`src/rtl/sevenseg_pkg.sv`:
```
// Shared constants and the hex-to-segment lookup for the 7-segment scanner.
// Segment vectors are {g,f,e,d,c,b,a}, active-low (common-anode display).
package sevenseg_pkg;

    localparam logic [6:0] SEG_BLANK = 7'h7F;
    localparam logic [6:0] SEG_0 = 7'b1000000;
    localparam logic [6:0] SEG_1 = 7'b1111001;
    localparam logic [6:0] SEG_2 = 7'b0100100;
    localparam logic [6:0] SEG_3 = 7'b0110000;
    localparam logic [6:0] SEG_4 = 7'b0011001;
    localparam logic [6:0] SEG_5 = 7'b0010010;
    localparam logic [6:0] SEG_6 = 7'b0000010;
    localparam logic [6:0] SEG_7 = 7'b1111000;
    localparam logic [6:0] SEG_8 = 7'b0000000;
    localparam logic [6:0] SEG_9 = 7'b0010000;
    localparam logic [6:0] SEG_A = 7'b0001000;
    localparam logic [6:0] SEG_B = 7'b0000011;
    localparam logic [6:0] SEG_C = 7'b1000110;
    localparam logic [6:0] SEG_D = 7'b0100001;
    localparam logic [6:0] SEG_E = 7'b0000110;
    localparam logic [6:0] SEG_F = 7'b0001110;

    function automatic int idx_width(input int n);
        return (n > 1) ? $clog2(n) : 1;
    endfunction

    function automatic logic [6:0] hex_to_seg(input logic [3:0] hex);
        hex_to_seg = SEG_BLANK;
        case (hex)
            4'h0: hex_to_seg = SEG_0;
            4'h1: hex_to_seg = SEG_1;
            4'h2: hex_to_seg = SEG_2;
            4'h3: hex_to_seg = SEG_3;
            4'h4: hex_to_seg = SEG_4;
            4'h5: hex_to_seg = SEG_5;
            4'h6: hex_to_seg = SEG_6;
            4'h7: hex_to_seg = SEG_7;
            4'h8: hex_to_seg = SEG_8;
            4'h9: hex_to_seg = SEG_9;
            4'hA: hex_to_seg = SEG_A;
            4'hB: hex_to_seg = SEG_B;
            4'hC: hex_to_seg = SEG_C;
            4'hD: hex_to_seg = SEG_D;
            4'hE: hex_to_seg = SEG_E;
            4'hF: hex_to_seg = SEG_F;
        endcase
    endfunction

endpackage

```
`src/rtl/sevenseg_scan_if.sv`:
```
// Scanner bus: tick/value/blank in, anode/segment/frame outputs.
// The slave modport is the scanner itself; master is whoever drives it.
interface sevenseg_scan_if #(
    parameter int NUM_DIGITS = 4
);
    localparam int VAL_W = 4 * NUM_DIGITS;

    logic                  tick_in;
    logic [VAL_W-1:0]      value_in;
    logic                  blank_i;
    logic [NUM_DIGITS-1:0] an_n;
    logic [6:0]            seg_n;
    logic                  frame_done;

    modport master (
        output tick_in, value_in, blank_i,
        input  an_n, seg_n, frame_done
    );

    modport slave (
        input  tick_in, value_in, blank_i,
        output an_n, seg_n, frame_done
    );

endinterface

```
`src/rtl/sevenseg_decode.sv`:
```
// Combinational hex digit to active-low segment decoder.
module sevenseg_decode
    import sevenseg_pkg::*;
(
    input  logic [3:0] digit,
    output logic [6:0] seg
);

    assign seg = hex_to_seg(digit);

endmodule

```
`src/rtl/sevenseg_scan.sv`:
```
// Time-multiplexed common-anode 7-segment scanner driven by a slow tick on clk.
// Optional leading-zero blanking when SEVSEG_LZ_BLANK_EN is defined.
module sevenseg_scan
    import sevenseg_pkg::*;
#(
    parameter int NUM_DIGITS = 4
) (
    input  logic           clk,
    input  logic           rst_n,
    sevenseg_scan_if.slave bus
);

    localparam int VAL_W = 4 * NUM_DIGITS;
    localparam int IDX_W = idx_width(NUM_DIGITS);

    logic                  tick_q, tick_d, tick_edge;
    logic [IDX_W-1:0]      idx;
    logic                  wrap;
    logic [VAL_W-1:0]      shadow;
    logic [3:0]            digit;
    logic [6:0]            seg_dec;
    logic                  dark;
    logic [NUM_DIGITS-1:0] an_q;
    logic [6:0]            seg_q;
    logic                  frame_q;

    // tick_in is a slow divider output, treated as data: rising-edge detect only.
    // Reset to 1 so a tick held high through reset is not seen as an edge.
    always_ff @(posedge clk) begin
        if (!rst_n) begin
            tick_q <= 1'b1;
            tick_d <= 1'b1;
        end else begin
            tick_q <= bus.tick_in;
            tick_d <= tick_q;
        end
    end

    assign tick_edge = tick_q & ~tick_d;
    assign wrap      = (idx == IDX_W'(NUM_DIGITS - 1));

    // Shadow only reloads at wrap so each frame shows one coherent value.
    always_ff @(posedge clk) begin
        if (!rst_n) begin
            idx     <= '0;
            shadow  <= '0;
            frame_q <= 1'b0;
        end else begin
            frame_q <= tick_edge & wrap;
            if (tick_edge) begin
                idx <= wrap ? '0 : idx + 1'b1;
                if (wrap) shadow <= bus.value_in;
            end
        end
    end

    always_comb begin
        digit = '0;
        for (int i = 0; i < NUM_DIGITS; i++)
            if (idx == IDX_W'(i)) digit = shadow[i*4 +: 4];
    end

    sevenseg_decode u_decode (
        .digit (digit),
        .seg   (seg_dec)
    );

`ifdef SEVSEG_LZ_BLANK_EN
    // Highest non-zero digit; digit 0 is always lit, so msd defaults to 0.
    logic [IDX_W-1:0] msd;
    always_comb begin
        msd = '0;
        for (int i = 1; i < NUM_DIGITS; i++)
            if (shadow[i*4 +: 4] != 4'h0) msd = IDX_W'(i);
    end
    assign dark = (idx > msd);
`else
    assign dark = 1'b0;
`endif

    always_ff @(posedge clk) begin
        if (!rst_n) begin
            an_q  <= '1;
            seg_q <= SEG_BLANK;
        end else begin
            an_q  <= (bus.blank_i || dark) ? '1 : ~(NUM_DIGITS'(1) << idx);
            seg_q <= dark ? SEG_BLANK : seg_dec;
        end
    end

    assign bus.an_n       = an_q;
    assign bus.seg_n      = seg_q;
    assign bus.frame_done = frame_q;

endmodule
```
`src/flat_wrapper.sv`:
```
// flat-port wrapper written by rule: the top's interface ports become plain ports
module sevenseg_scan_flat import sevenseg_pkg::*;
#(
    parameter int NUM_DIGITS = 4
)
  (clk, rst_n, bus_tick_in, bus_value_in, bus_blank_i, bus_an_n, bus_seg_n, bus_frame_done);
  sevenseg_scan_if #(.NUM_DIGITS(NUM_DIGITS)) bus_i ();
  input  logic clk;
  input  logic rst_n;
  input wire logic [$bits(bus_i.tick_in)-1:0] bus_tick_in;
  input wire logic [$bits(bus_i.value_in)-1:0] bus_value_in;
  input wire logic [$bits(bus_i.blank_i)-1:0] bus_blank_i;
  output wire logic [$bits(bus_i.an_n)-1:0] bus_an_n;
  output wire logic [$bits(bus_i.seg_n)-1:0] bus_seg_n;
  output wire logic [$bits(bus_i.frame_done)-1:0] bus_frame_done;
  assign bus_i.tick_in = bus_tick_in;
  assign bus_i.value_in = bus_value_in;
  assign bus_i.blank_i = bus_blank_i;
  assign bus_an_n = bus_i.an_n;
  assign bus_seg_n = bus_i.seg_n;
  assign bus_frame_done = bus_i.frame_done;
  sevenseg_scan #(.NUM_DIGITS(NUM_DIGITS)) u_core (.clk(clk), .rst_n(rst_n), .bus(bus_i));
endmodule
```
`config.mk`:
```
export PLATFORM = sky130hd
export DESIGN_NAME = sevenseg_scan_flat
export DESIGN_NICKNAME = d
export VERILOG_FILES = /design/src/rtl/sevenseg_pkg.sv /design/src/rtl/sevenseg_scan_if.sv /design/src/rtl/sevenseg_decode.sv /design/src/rtl/sevenseg_scan.sv /design/src/flat_wrapper.sv
export SDC_FILE = /design/constraint.sdc
export NUM_CORES = 1
export LEC_CHECK = 0
export ABC_AREA = 1
export CAP_MARGIN = 0
export CORE_MARGIN = 2
export CORE_UTILIZATION = 40
export CTS_CLUSTER_SIZE = 16
export DETAILED_ROUTE_END_ITERATION = 16
export GPL_TIMING_DRIVEN = 0
export PLACE_DENSITY = 0.65
export SYNTH_ARGS = -nofsm -noshare
export SYNTH_HDL_FRONTEND = slang
export SYNTH_SLANG_ARGS = --single-unit
export TNS_END_PERCENT = 50
```
`constraint.sdc`:
```
create_clock -name clk -period 2.2 [get_ports clk]
set_clock_uncertainty 0.1 [all_clocks]
set_input_delay 0.55 -clock clk [delete_from_list [all_inputs] [get_ports clk]]
set_output_delay 0.55 -clock clk [all_outputs]
set_load 0.03 [all_outputs]
```
; ---- Yosys cells after proc, flatten, opt, wreduce, memory -nomap -nowiden
; Memories as Yosys holds them, arrays and structs flattened. A register that Yosys moved wholly into a read port is not among the register bits.
; Cells that the tools add are included.
[totals]
in_bits = 20
mem_bits_ro = 112
out_inout_bits = 12
memories = 1
regBits = 25
word_cells = 26
[classes]
addsub = 1
n_reduce_logical = 4
n_eq_ne = 3
shifts = 1
muxes = 5
n_bitwise = 5
[memory_table]
columns = name, depth, width, rd, rd_ports_with_merged_regs, write_ports, line
row1 = (name not given), 16, 7, 1, 1, 0, sevenseg_pkg.sv:29  ; case (hex)
[ops]
columns = operator, n
row1 = $mux W4, 4
row2 = $eq A2 B2 Y1 const B, 2
row3 = $not A4 Y4, 1
row4 = $shl A1 B2 Y4 const A, 1
row5 = $add A2 B1 Y2 const B, 1
row6 = $and A1 B1 Y1, 2
row7 = $eq A2 B1 Y1 const B, 1
row8 = $logic_not A2 Y1, 1
row9 = $mux W2, 1
row10 = $not A1 Y1, 2
row11 = $reduce_and A2 Y1, 1
row12 = $reduce_or A2 Y1, 1
row13 = $logic_not A1 Y1, 1

; ---- Logic depth before layout (Yosys ltp)
; Gate-level depths: netlist (run 1).
[logic_depth]
word_depth = 5
depth_mapped = 14
ltp_nobuf = 14

; ---- Modules after synthesis
; From an unflattened synthesis (run 1), not the netlist that was laid out.
[hier_totals]
hier_cells = 207
area_unflattened_um2 = 1555.2
[modules_own_cells]
columns = mod, instances, cells_each, area_per_inst_um2
row1 = sevenseg_scan, 1, 158, 1281.2
row2 = sevenseg_decode, 1, 49, 274.0

; ---- Least setup slack after synthesis (run 1)
; Ideal clock, no wire load.
[synth_path]
path_kind = register to register
from = register u_core.idx[0]
to = register u_core.seg_q[3] (netlist: u_core.bus.seg_n[3])
period_less_slack_ns = 1.920
t_arrival_ns = 1.695
t_required_ns = 1.976
stages_incl_launch_ff = 13
slack_ns = 0.280
path_cell_list = dfxtp_1 -> inv_1 -> ha_1 -> buf_6 -> inv_1 -> nand3_2 -> a21oi_4 -> inv_2 -> ha_1 -> nand2_1 -> nand3_1 -> nand2_1 -> nand2_1
[synth_between]
elab_chain_cells = 5
elab_cells_between_ends = 8
classes_between = eq/ne: 3 / mux: 4 / reduce/logical: 1
[synth_lines]
columns = item, line
row1 = start: declaration, sevenseg_scan.sv:17  ; logic [IDX_W-1:0] idx;
row2 = start signal: assignment, sevenseg_scan.sv:51  ; idx <= wrap ? '0 : idx + 1'b1;
row3 = $logic_not A2 Y1, sevenseg_scan.sv:60  ; if (idx == IDX_W'(i)) digit = shadow[i*4 +: 4];
row4 = $mux W4 (3 in a row), sevenseg_scan.sv:60
row5 = $mux W4 (*), sevenseg_scan.sv:60
row6 = end: declaration, sevenseg_scan.sv:24  ; logic [6:0] seg_q;
; Mark *: on every way between the ends. The rest lies on a longest branch, timed or not.
; A chain may end at the register's enable or synchronous reset.

; ---- Worst setup path in the final report (run 1)
[layout_path]
from = register u_core.idx[0]
to = register u_core.seg_q[0] (netlist: u_core.bus.seg_n[0])
; Same word-level chain as after synthesis.

==> out/results.ini, run 1 <==
[drt]
first_pass_iters = 4
drt_iter0_markers = 64
vias = 1337
wl_mm = 3.13
post_drt_via_cell_ratio = 4.79
drc = 0
antenna_left = 0
routedWlPerCell_um = 11.2

[floorplanning]
fp.dieArea_mm2 = 0.00428
rows = 22
start_util = 0.415
io_pins = 32
die_h_um = 65.4
core_mm2 = 0.00363
die_x_um = 65.4

[place]
hpwl_mm = 2.31
post-place-cells = 269
gp_congestion = 0.871
portBuffers = 31
place_ws_ps = 116

[global_route]
grt_usage = 0.168
grt_pass1_vias = 1241
grt_overflow = 0
grt_pass1_wl_mm = 5.42
antenna_found_initial = 0
grt_max_degree = 11

[run]
maxCapViolCount = 0

[final_layout]
n_antenna_cell = 0
fillers = 380
instances_no_fill = 279
area_growth_pct = 32.3
fin_nets = 258
layout-drive-gt1-share = 0.169

[timing]
slew_headroom = 0.683
min_period_ps = 2040
hold-worst-slack_ps = 321
rsz0062_at_grt = no
final_max_slew_viol_count = 0
report.final.hold_viol_count = 0
tightestPinTransition_ps = 476
finalCritPeriodShare = 0.927
max_freq_mhz = 490
finalWorstSetupSlack_ps = 161
tns_ps = 0
setup_violations = 0

[yosys]
synthesis.nets = 218
yosysTopAreaCell = dfxtp_1
ys_warn_count = 0
postSynthCellCount = 190
synth_flop_cell = dfxtp_1
syn-cell-area_mm2 = 0.00151
ys_types = 25
yosysTopAreaCellShare = 0.425
ys_ff_latch = 32
yosys-top-cells-area = dfxtp_1, nand2_1, nand3_1, a21oi_1, ha_1
synth-edff-count = 0
ys_async_sr_fraction = 0
synth_area_per_cell_um2 = 7.94
ys_top_cells_by_count = nand2_1, dfxtp_1, nand3_1
yosysSeqAreaShare = 0.425
synth_most_common_cell = nand2_1

[clocking]
cts_tree = built
clockBufferDepth = 2
ctsHoldBuffers = 0
worstSkewPairLatency_ps = 290
clock-root-buffer = clkbuf_8
numClockSinks = 32
numCtsBuffers = 5
htreeDepth = 2
cts.clk_slew.worst_paths_ps = 70

[worst_setup_path]
critPathLaunchType = flop
crit_arrival_ps = 2090
cp.required_ps = 2250
reg2regPathDepth = 13
path_max_fanout = 8
critical_path_class = flop to flop
crit_path_end_kind = flop

[status]
outcome = completed

[worst_hold_path]
holdPathStages = 2
min_path_type = flop to flop

[power_and_ir_drop]
power_mw = 1.26
ir_drop_v = 0.000387
power_density_mw_per_mm2 = 631
leakagePower_nw = 0.776

-- per-layer routing --
metal / track usage / routed length, um
met2: 0.267 / 1350
met3: 0.0497 / 202
met5: 0 / 0
met1: 0.204 / 1510
met4: 0.0911 / 72
-- cells by family (layout without fill, tap and decap cells) --
kind of cell | after synthesis | count (layout) | synth area share
and+or+nand+nor | 84 | 84 | 0.252
DFF | 32 | 32 | 0.425
adders and majority gates | 8 | 8 | 0.0664
buffers and inverters | 26 | 67 | 0.0780
AOI/OAI and AO/OA | 40 | 40 | 0.178
-- path summary, 6_finish.rpt --
check | slack (ps) | start | to
setup / recovery | 160 | u_core.idx[0] | u_core.bus.seg_n[0]
hold reg to reg | 320 | u_core.tick_q | u_core.tick_d
hold / removal | 320 | u_core.tick_q | u_core.tick_d
setup reg to reg | 160 | u_core.idx[0] | u_core.bus.seg_n[0]
-- registers in the layout, summed over array words and instances, names as in the netlist --
name	cells
u_core.tick_d	1
u_core.bus.an_n	4
u_core.bus.frame_done	1
u_core.idx	2
u_core.shadow	16
u_core.tick_q	1
u_core.bus.seg_n	7
-- power breakdown --
group | internal [mW] | total, mW | switching, mW
sequential | 0.597 | 0.602 | 0.00490
clock | 0.249 | 0.466 | 0.217
combinational | 0.0869 | 0.190 | 0.103
-- worst max-delay path: stages (launching register included) --
cell and delay (ps):
dfxtp_2 350, inv_1 80, ha_1 210, buf_6 140
a21oi_2 200, a21oi_4 80, buf_4 150, ha_1 210
inv_1 90, nand3_1 80, nand2_1 70, inv_1 30
nand2_1 40, nand3_1 70
-- cells in the final DEF (no fill, tap or decap), types with 5 or more instances in the layout --
cell type        count
clkbuf_8             6
a21oi_2              5
nor2_1               5
o21ai_1              5
ha_1                 6
a21oi_1             21
clkdlybuf4s50_1     31
dfxtp_1             31
nand2_1             44
nand3_1             26
inv_1               11
-- timing repair --
item,CTS,global route
setup buffers,0,2
endpoints found under the setup margin,0,3
hold endpoints to repair,0,0
gates resized for setup,0,4
-- final cells by class --
cell class / instances / area [um2] / area share
sequential: 32 / 642 / 0.322
inverter: 18 / 70.1 / 0.0351
multi-input combinational: 132 / 757 / 0.380
tap: 48 / 60.1 / 0.0301
buffer: 8 / 47.5 / 0.0238
timing repair buffer: 33 / 325 / 0.163
clock buffer: 6 / 82.6 / 0.0414
clock inverter: 2 / 10.0 / 0.00502
-- stage by stage --
step	cell area (um2)	util
after global placement	1880	0.517
after global routing	1990	0.549
final	1990	0.549
after CTS	1970	0.542
after floorplan	1510	-
after detailed placement	1880	0.517
(Power assumes the default switching activity.)
==> run 2: changes to the inputs <==
--- a/config.mk
+++ b/config.mk
@@ -7,12 +7,12 @@
 export LEC_CHECK = 0
 export ABC_AREA = 1
 export CAP_MARGIN = 0
-export CORE_MARGIN = 2
+export CORE_MARGIN = 4
 export CORE_UTILIZATION = 40
 export CTS_CLUSTER_SIZE = 16
 export DETAILED_ROUTE_END_ITERATION = 16
 export GPL_TIMING_DRIVEN = 0
-export PLACE_DENSITY = 0.65
+export PLACE_DENSITY = 0.68
 export SYNTH_ARGS = -nofsm -noshare
 export SYNTH_HDL_FRONTEND = slang
 export SYNTH_SLANG_ARGS = --single-unit
==> constraint.sdc (replaced) <==
create_clock -name clk -period 1.76 [get_ports clk]
set_clock_uncertainty 0.1 [all_clocks]
set_input_delay 0.44 -clock clk [delete_from_list [all_inputs] [get_ports clk]]
set_output_delay 0.44 -clock clk [all_outputs]
set_load 0.03 [all_outputs]
==> run 2 against run 1 <==
  * The run now ends with setup timing left
  * Worst hold slack better by 5.0 ps
  * First-iteration DRC count is 66% higher
  * Core utilization is 5.6 points higher
  * Cell count is 3.2% higher
  * Power is 36% higher
  * Via count is 6.2% higher
  * Global-route usage is 0.46 points lower
  * Fmax is 11% higher
  * Highest routed layer unchanged
==> out/results.ini, run 2 (synthesis results as in run 1) <==
[status]
outcome = finished with violations
violations = setup timing

[power_and_ir_drop]
pwr-share-seq = 0.439
ir_drop_v = 0.000462
combinationalPowerShare = 0.158
pwr-share-clk = 0.403
leakagePower_nw = 0.851
switchingPower_mw = 0.426
power_density_mw_per_mm2 = 772
power_mw = 1.71
netSwitchingFraction = 0.249
internal_power_mw = 1.29

[clocking]
cts_tree = built
ctsHoldBuffers = 0
numClockSinks = 32
htreeDepth = 2
worstSkewPairLatency_ps = 290
clockBufferDepth = 2
numCtsBuffers = 5
clock-root-buffer = clkbuf_8
cts.clk_slew.worst_paths_ps = 70

[drt]
post_drt_via_cell_ratio = 4.93
wl_mm = 3.75
vias = 1420
drt_iter0_markers = 106
first_pass_iters = 4
antenna_left = 0
routedWlPerCell_um = 13.0
drc = 0

[timing]
setup_violations = 4
min_period_ps = 1830
finalWorstSetupSlack_ps = -70.1
max_freq_mhz = 546
final_max_slew_viol_count = 0
slew_headroom = 0.661
finalCritPeriodShare = 1.04
rsz0062_at_grt = yes
tightestPinTransition_ps = 509
tns_ps = -161
report.final.hold_viol_count = 0

[worst_setup_path]
crit_path_top_delay_cell = dfxtp_4
path_cells = inv_4, ha_4, inv_4, nand2_2, nand3_2, a21oi_4, inv_2, ha_4, nand2_2, nand3_2, nand2_1, nand2_1
cpPeakStageDelay_ps = 370
crit_arrival_ps = 1890
critical_path_class = flop to flop
critPathLaunchType = flop
path_max_fanout = 6
crit_path_end_kind = flop
cp.required_ps = 1820

[floorplanning]
io_pins = 32
start_util = 0.412
die_h_um = 69.4
rows = 22
fp.dieArea_mm2 = 0.00482
die_x_um = 69.4
core_mm2 = 0.00366

[global_route]
grt_pass1_vias = 1434
antenna_found_initial = 0
grt_max_degree = 11
grt_usage = 0.163
grt_pass1_wl_mm = 6.42
grt_overflow = 0

[place]
post-place-cells = 269
place_ws_ps = -172
placed_cell_area_mm2 = 0.00196
portBuffers = 31
gp_congestion = 0.825
hpwl_mm = 2.49

[run]
maxCapViolCount = 0

[final_layout]
final_cell_mix = nand2_1, dfxtp_1, nand3_1
stdcell_area_mm2 = 0.00222
regMostFlops = u_core.shadow
instances_no_fill = 288
area_growth_pct = 47.0
layout-drive-gt1-share = 0.292
fin_nets = 267
largest_register_ffs = 16
n_antenna_cell = 0
final_common_cell = nand2_1

[worst_hold_path]
min_path_type = flop to flop

## run 2: changes by cell type in the layout (fill, tap and decap cells not counted), moves of 5 or more
cell | before | now
buf_4 | 2 | 11
clkdlybuf4s50_1 | 31 | 19
dlygate4sd2_1 | 0 | 12
ha_1 | 6 | 0
ha_4 | 0 | 6
nand2_1 | 44 | 39
## run 2: worst paths after layout
| kind | startpoint | end | slack, ps | cells after the start |
|---|---|---|---|---|
| worst min-delay path | u_core.tick_q | u_core.tick_d | 330 | 2 |
| worst min register to register | u_core.tick_q | u_core.tick_d | 330 | 2 |
| worst max register to register | u_core.idx[1] | u_core.bus.seg_n[3] | -70 | 12 |
| worst max-delay path | u_core.idx[1] | u_core.bus.seg_n[3] | -70 | 12 |
## run 2: layer usage
layer / vias up / share of wire / GRT usage
li1: 720 / - / -
met1: 647 / 0.44 / 0.199
met2: 43 / 0.48 / 0.268
met3: 10 / 0.055 / 0.0507
met4: 0 / 0.026 / 0.0629
met5: - / 0 / 0
## run 2: through the flow
| step | hold WS, ps | util |
|---|---|---|
| finish | 326 | 0.605 |
| global route | 356 | 0.605 |
| CTS | 332 | 0.586 |
| floorplan | 299 | - |
| global placement | 308 | 0.535 |
| detailed placement | 314 | 0.535 |
## run 2: layout make-up
class / instances / area, um2
Timing Repair Buffer: 43 / 389
Clock buffer: 6 / 72.6
Sequential cell: 32 / 648
Clock inverter: 2 / 35.0
Fill cell: 343 / 1450
Buffer: 7 / 38.8
Tap cell: 48 / 60.1
Multi-Input combinational cell: 132 / 892
Inverter: 18 / 80.1
## run 2: worst max-delay path, delay by kind of cell (launching register included)
| family | cells | cell delay, ps |
|---|---|---|
| compound gates | 1 | 220 |
| fa+ha+maj | 2 | 410 |
| buf+inv | 3 | 230 |
| flops | 1 | 370 |
| simple gates | 6 | 370 |
## run 2: power groups by stage
stage	logic [mW]	registers, mW	clock network [mW]
after CTS	0.253	0.752	0.699
after floorplan	0.111	0.805	0
after global routing	0.292	0.755	0.723
after detailed placement	0.246	0.770	0
final	0.270	0.752	0.689
after global placement	0.244	0.769	0
## run 2: what timing repair did
item | 4_1_cts | 5_1_grt
pin swaps | 8 | 11
buffers inserted | 9 | 3
resized for setup | 22 | 15
endpoints found under the setup margin | 18 | 20
==> run 3: changes to the inputs <==
--- a/config.mk
+++ b/config.mk
@@ -5,7 +5,6 @@
 export SDC_FILE = /design/constraint.sdc
 export NUM_CORES = 1
 export LEC_CHECK = 0
-export ABC_AREA = 1
 export CAP_MARGIN = 0
 export CORE_MARGIN = 4
 export CORE_UTILIZATION = 40
==> run 3 against run 2 <==
  * The run still ends with setup timing left
  * Sequential power down 1%
  * Clock-buffer cell count up 1
  * Worst hold slack better by 28 ps
  * Synthesized cell count down 8.9%
  * Cell count down 5.2%
  * Worst setup slack worse by 250 ps
==> out/results.ini, run 3 <==
[timing]
slew_headroom = 0.678
tightestPinTransition_ps = 482
max_freq_mhz = 482
setup_violations = 7
finalCritPeriodShare = 1.18
rsz0062_at_grt = yes
final_max_slew_viol_count = 0
min_period_ps = 2080
report.final.hold_viol_count = 0
finalWorstSetupSlack_ps = -316
tns_ps = -1890

[yosys]
synth_flop_cell = dfxtp_1
synth_most_common_cell = nand2_1
yosysTopAreaCellShare = 0.422
ys_warn_count = 0
postSynthCellCount = 173
synth-edff-count = 0
ys_async_sr_fraction = 0
ys_types = 35
yosys-top-cells-area = dfxtp_1, nand2_1, a21boi_0, ha_1, nor2b_1
ys_ff_latch = 32
synth_area_per_cell_um2 = 8.77
yosysTopAreaCell = dfxtp_1
synthesis.nets = 201
ys_top_cells_by_count = nand2_1, dfxtp_1, a21boi_0
syn-cell-area_mm2 = 0.00152
yosysSeqAreaShare = 0.422

[place]
hpwl_mm = 2.50
portBuffers = 31
post-place-cells = 252
place_ws_ps = -432
gp_congestion = 0.934

[clocking]
numClockSinks = 32
clock-root-buffer = clkbuf_8
worstSkewPairLatency_ps = 280
cts_tree = built
ctsHoldBuffers = 0
numCtsBuffers = 5
clockBufferDepth = 2
cts.clk_slew.worst_paths_ps = 70
htreeDepth = 2

[global_route]
use_met3 = 0.0536
grt_pass1_wl_mm = 6.09
use_met2 = 0.263
grt_usage = 0.156
grt_max_degree = 11
antenna_found_initial = 0
grt_overflow = 0
grt_pass1_vias = 1377
met1_usage = 0.174
top_usage_layer = met2

[worst_setup_path]
critPathTopFamily = compound AO/OA/AOI/OAI gates
path_cells = buf_4, ha_4, nor3b_4, a221o_1, inv_2, buf_4, buf_6, nor2_1, a22oi_1, o22ai_1
critPathLaunchType = flop
crit_path_top_delay_cell = dfxtp_4
crit_path_end_kind = flop
crit_path_frequent_cell = buf_4
critical_path_class = flop to flop
crit_buf_inv = 4
crit_arrival_ps = 2140
path_max_fanout = 7
cpPeakStageDelay_ps = 370
cp.required_ps = 1820

[status]
violations = setup timing
outcome = finished with violations

[floorplanning]
io_pins = 32
die_h_um = 69.6
die_x_um = 69.6
start_util = 0.415
rows = 22
fp.dieArea_mm2 = 0.00484
core_mm2 = 0.00366

[final_layout]
final_common_cell = nand2_1
largest_register_ffs = 16
n_antenna_cell = 0
fin_nets = 253
instances_no_fill = 273
layout-drive-gt1-share = 0.236
regMostFlops = u_core.shadow
final_cell_mix = nand2_1, dfxtp_1, clkdlybuf4s50_1
area_growth_pct = 48.1

[run]
maxCapViolCount = 0

[drt]
drc = 0
post_drt_via_cell_ratio = 4.98
routedWlPerCell_um = 13.3
vias = 1360
first_pass_iters = 4
antenna_left = 0
wl_mm = 3.63
drt_iter0_markers = 131

[worst_hold_path]
min_path_type = flop to flop

[power_and_ir_drop]
leakagePower_nw = 0.810
power_mw = 1.50
ir_drop_v = 0.000416
power_density_mw_per_mm2 = 667

run 3: cell count changes in the layout (fill, tap and decap cells not counted), moves of 5 or more:
cell and change:
nor2b_1 +5, nand3_1 -21, a21oi_4 -6, a21oi_1 -16
inv_1 -5, nand2_2 -7, a21boi_0 +16
run 3: area by class of cell:
type                            count  area, um2
Buffer                              7       50.0
Clock buffer                        7       96.3
Fill cell                         339       1410
Inverter                            7       33.8
Multi-Input combinational cell    125        936
Sequential cell                    32        648
Tap cell                           48       60.1
Timing Repair Buffer               47        423
run 3: cell families after synthesis:
family,count (synthesis),share of synthesized area
adder cells (fa/ha/maj),8,0.0660
AND/OR/NAND/NOR,76,0.233
AO/OA/AOI/OAI,39,0.214
multiplexers,2,0.0132
buffers and inverters,16,0.0511
flip-flops,32,0.422
run 3: final timing paths:
kind / startpoint / end / slack, ps / cells after the start
max: u_core.idx[1] / u_core.bus.seg_n[3] / -320 / 10
min: u_core.tick_q / u_core.tick_d / 350 / 1
max reg2reg: u_core.idx[1] / u_core.bus.seg_n[3] / -320 / 10
min reg2reg: u_core.tick_q / u_core.tick_d / 350 / 1
run 3: worst reg2reg max path, delay by kind of cell, from the launching register on:
kind	cells	cell delay [ps]
flip-flops	1	370
AO/OA/AOI/OAI	3	630
AND/OR/NAND/NOR	2	190
buffers and inverters	4	490
adder cells (fa/ha/maj)	1	180
run 3: per-stage QoR:
stage / util / area [um2] / hold slack (ps)
2_1_floorplan: - / 1570 / 304
3_3_place_gp: 0.529 / 1940 / 313
3_5_place_dp: 0.529 / 1940 / 343
4_1_cts: 0.598 / 2190 / 358
5_1_grt: 0.614 / 2250 / 372
6_report: 0.614 / 2250 / 353
run 3: layer usage:
| layer | vias up | wire, um |
|---|---|---|
| met5 | - | 0 |
| met4 | 0 | 78 |
| met3 | 11 | 204 |
| met2 | 42 | 1770 |
| met1 | 619 | 1570 |
| li1 | 688 | - |
run 3: where the power goes:
part / internal, mW / switching (mW)
registers: 0.737 / 0.00598
clock network: 0.348 / 0.260
logic: 0.0804 / 0.0684
run 3: repair_timing:
action	CTS	global route
resized for setup	27	10
buffers inserted	12	4
pin swaps	10	4
endpoints found under the setup margin	19	21
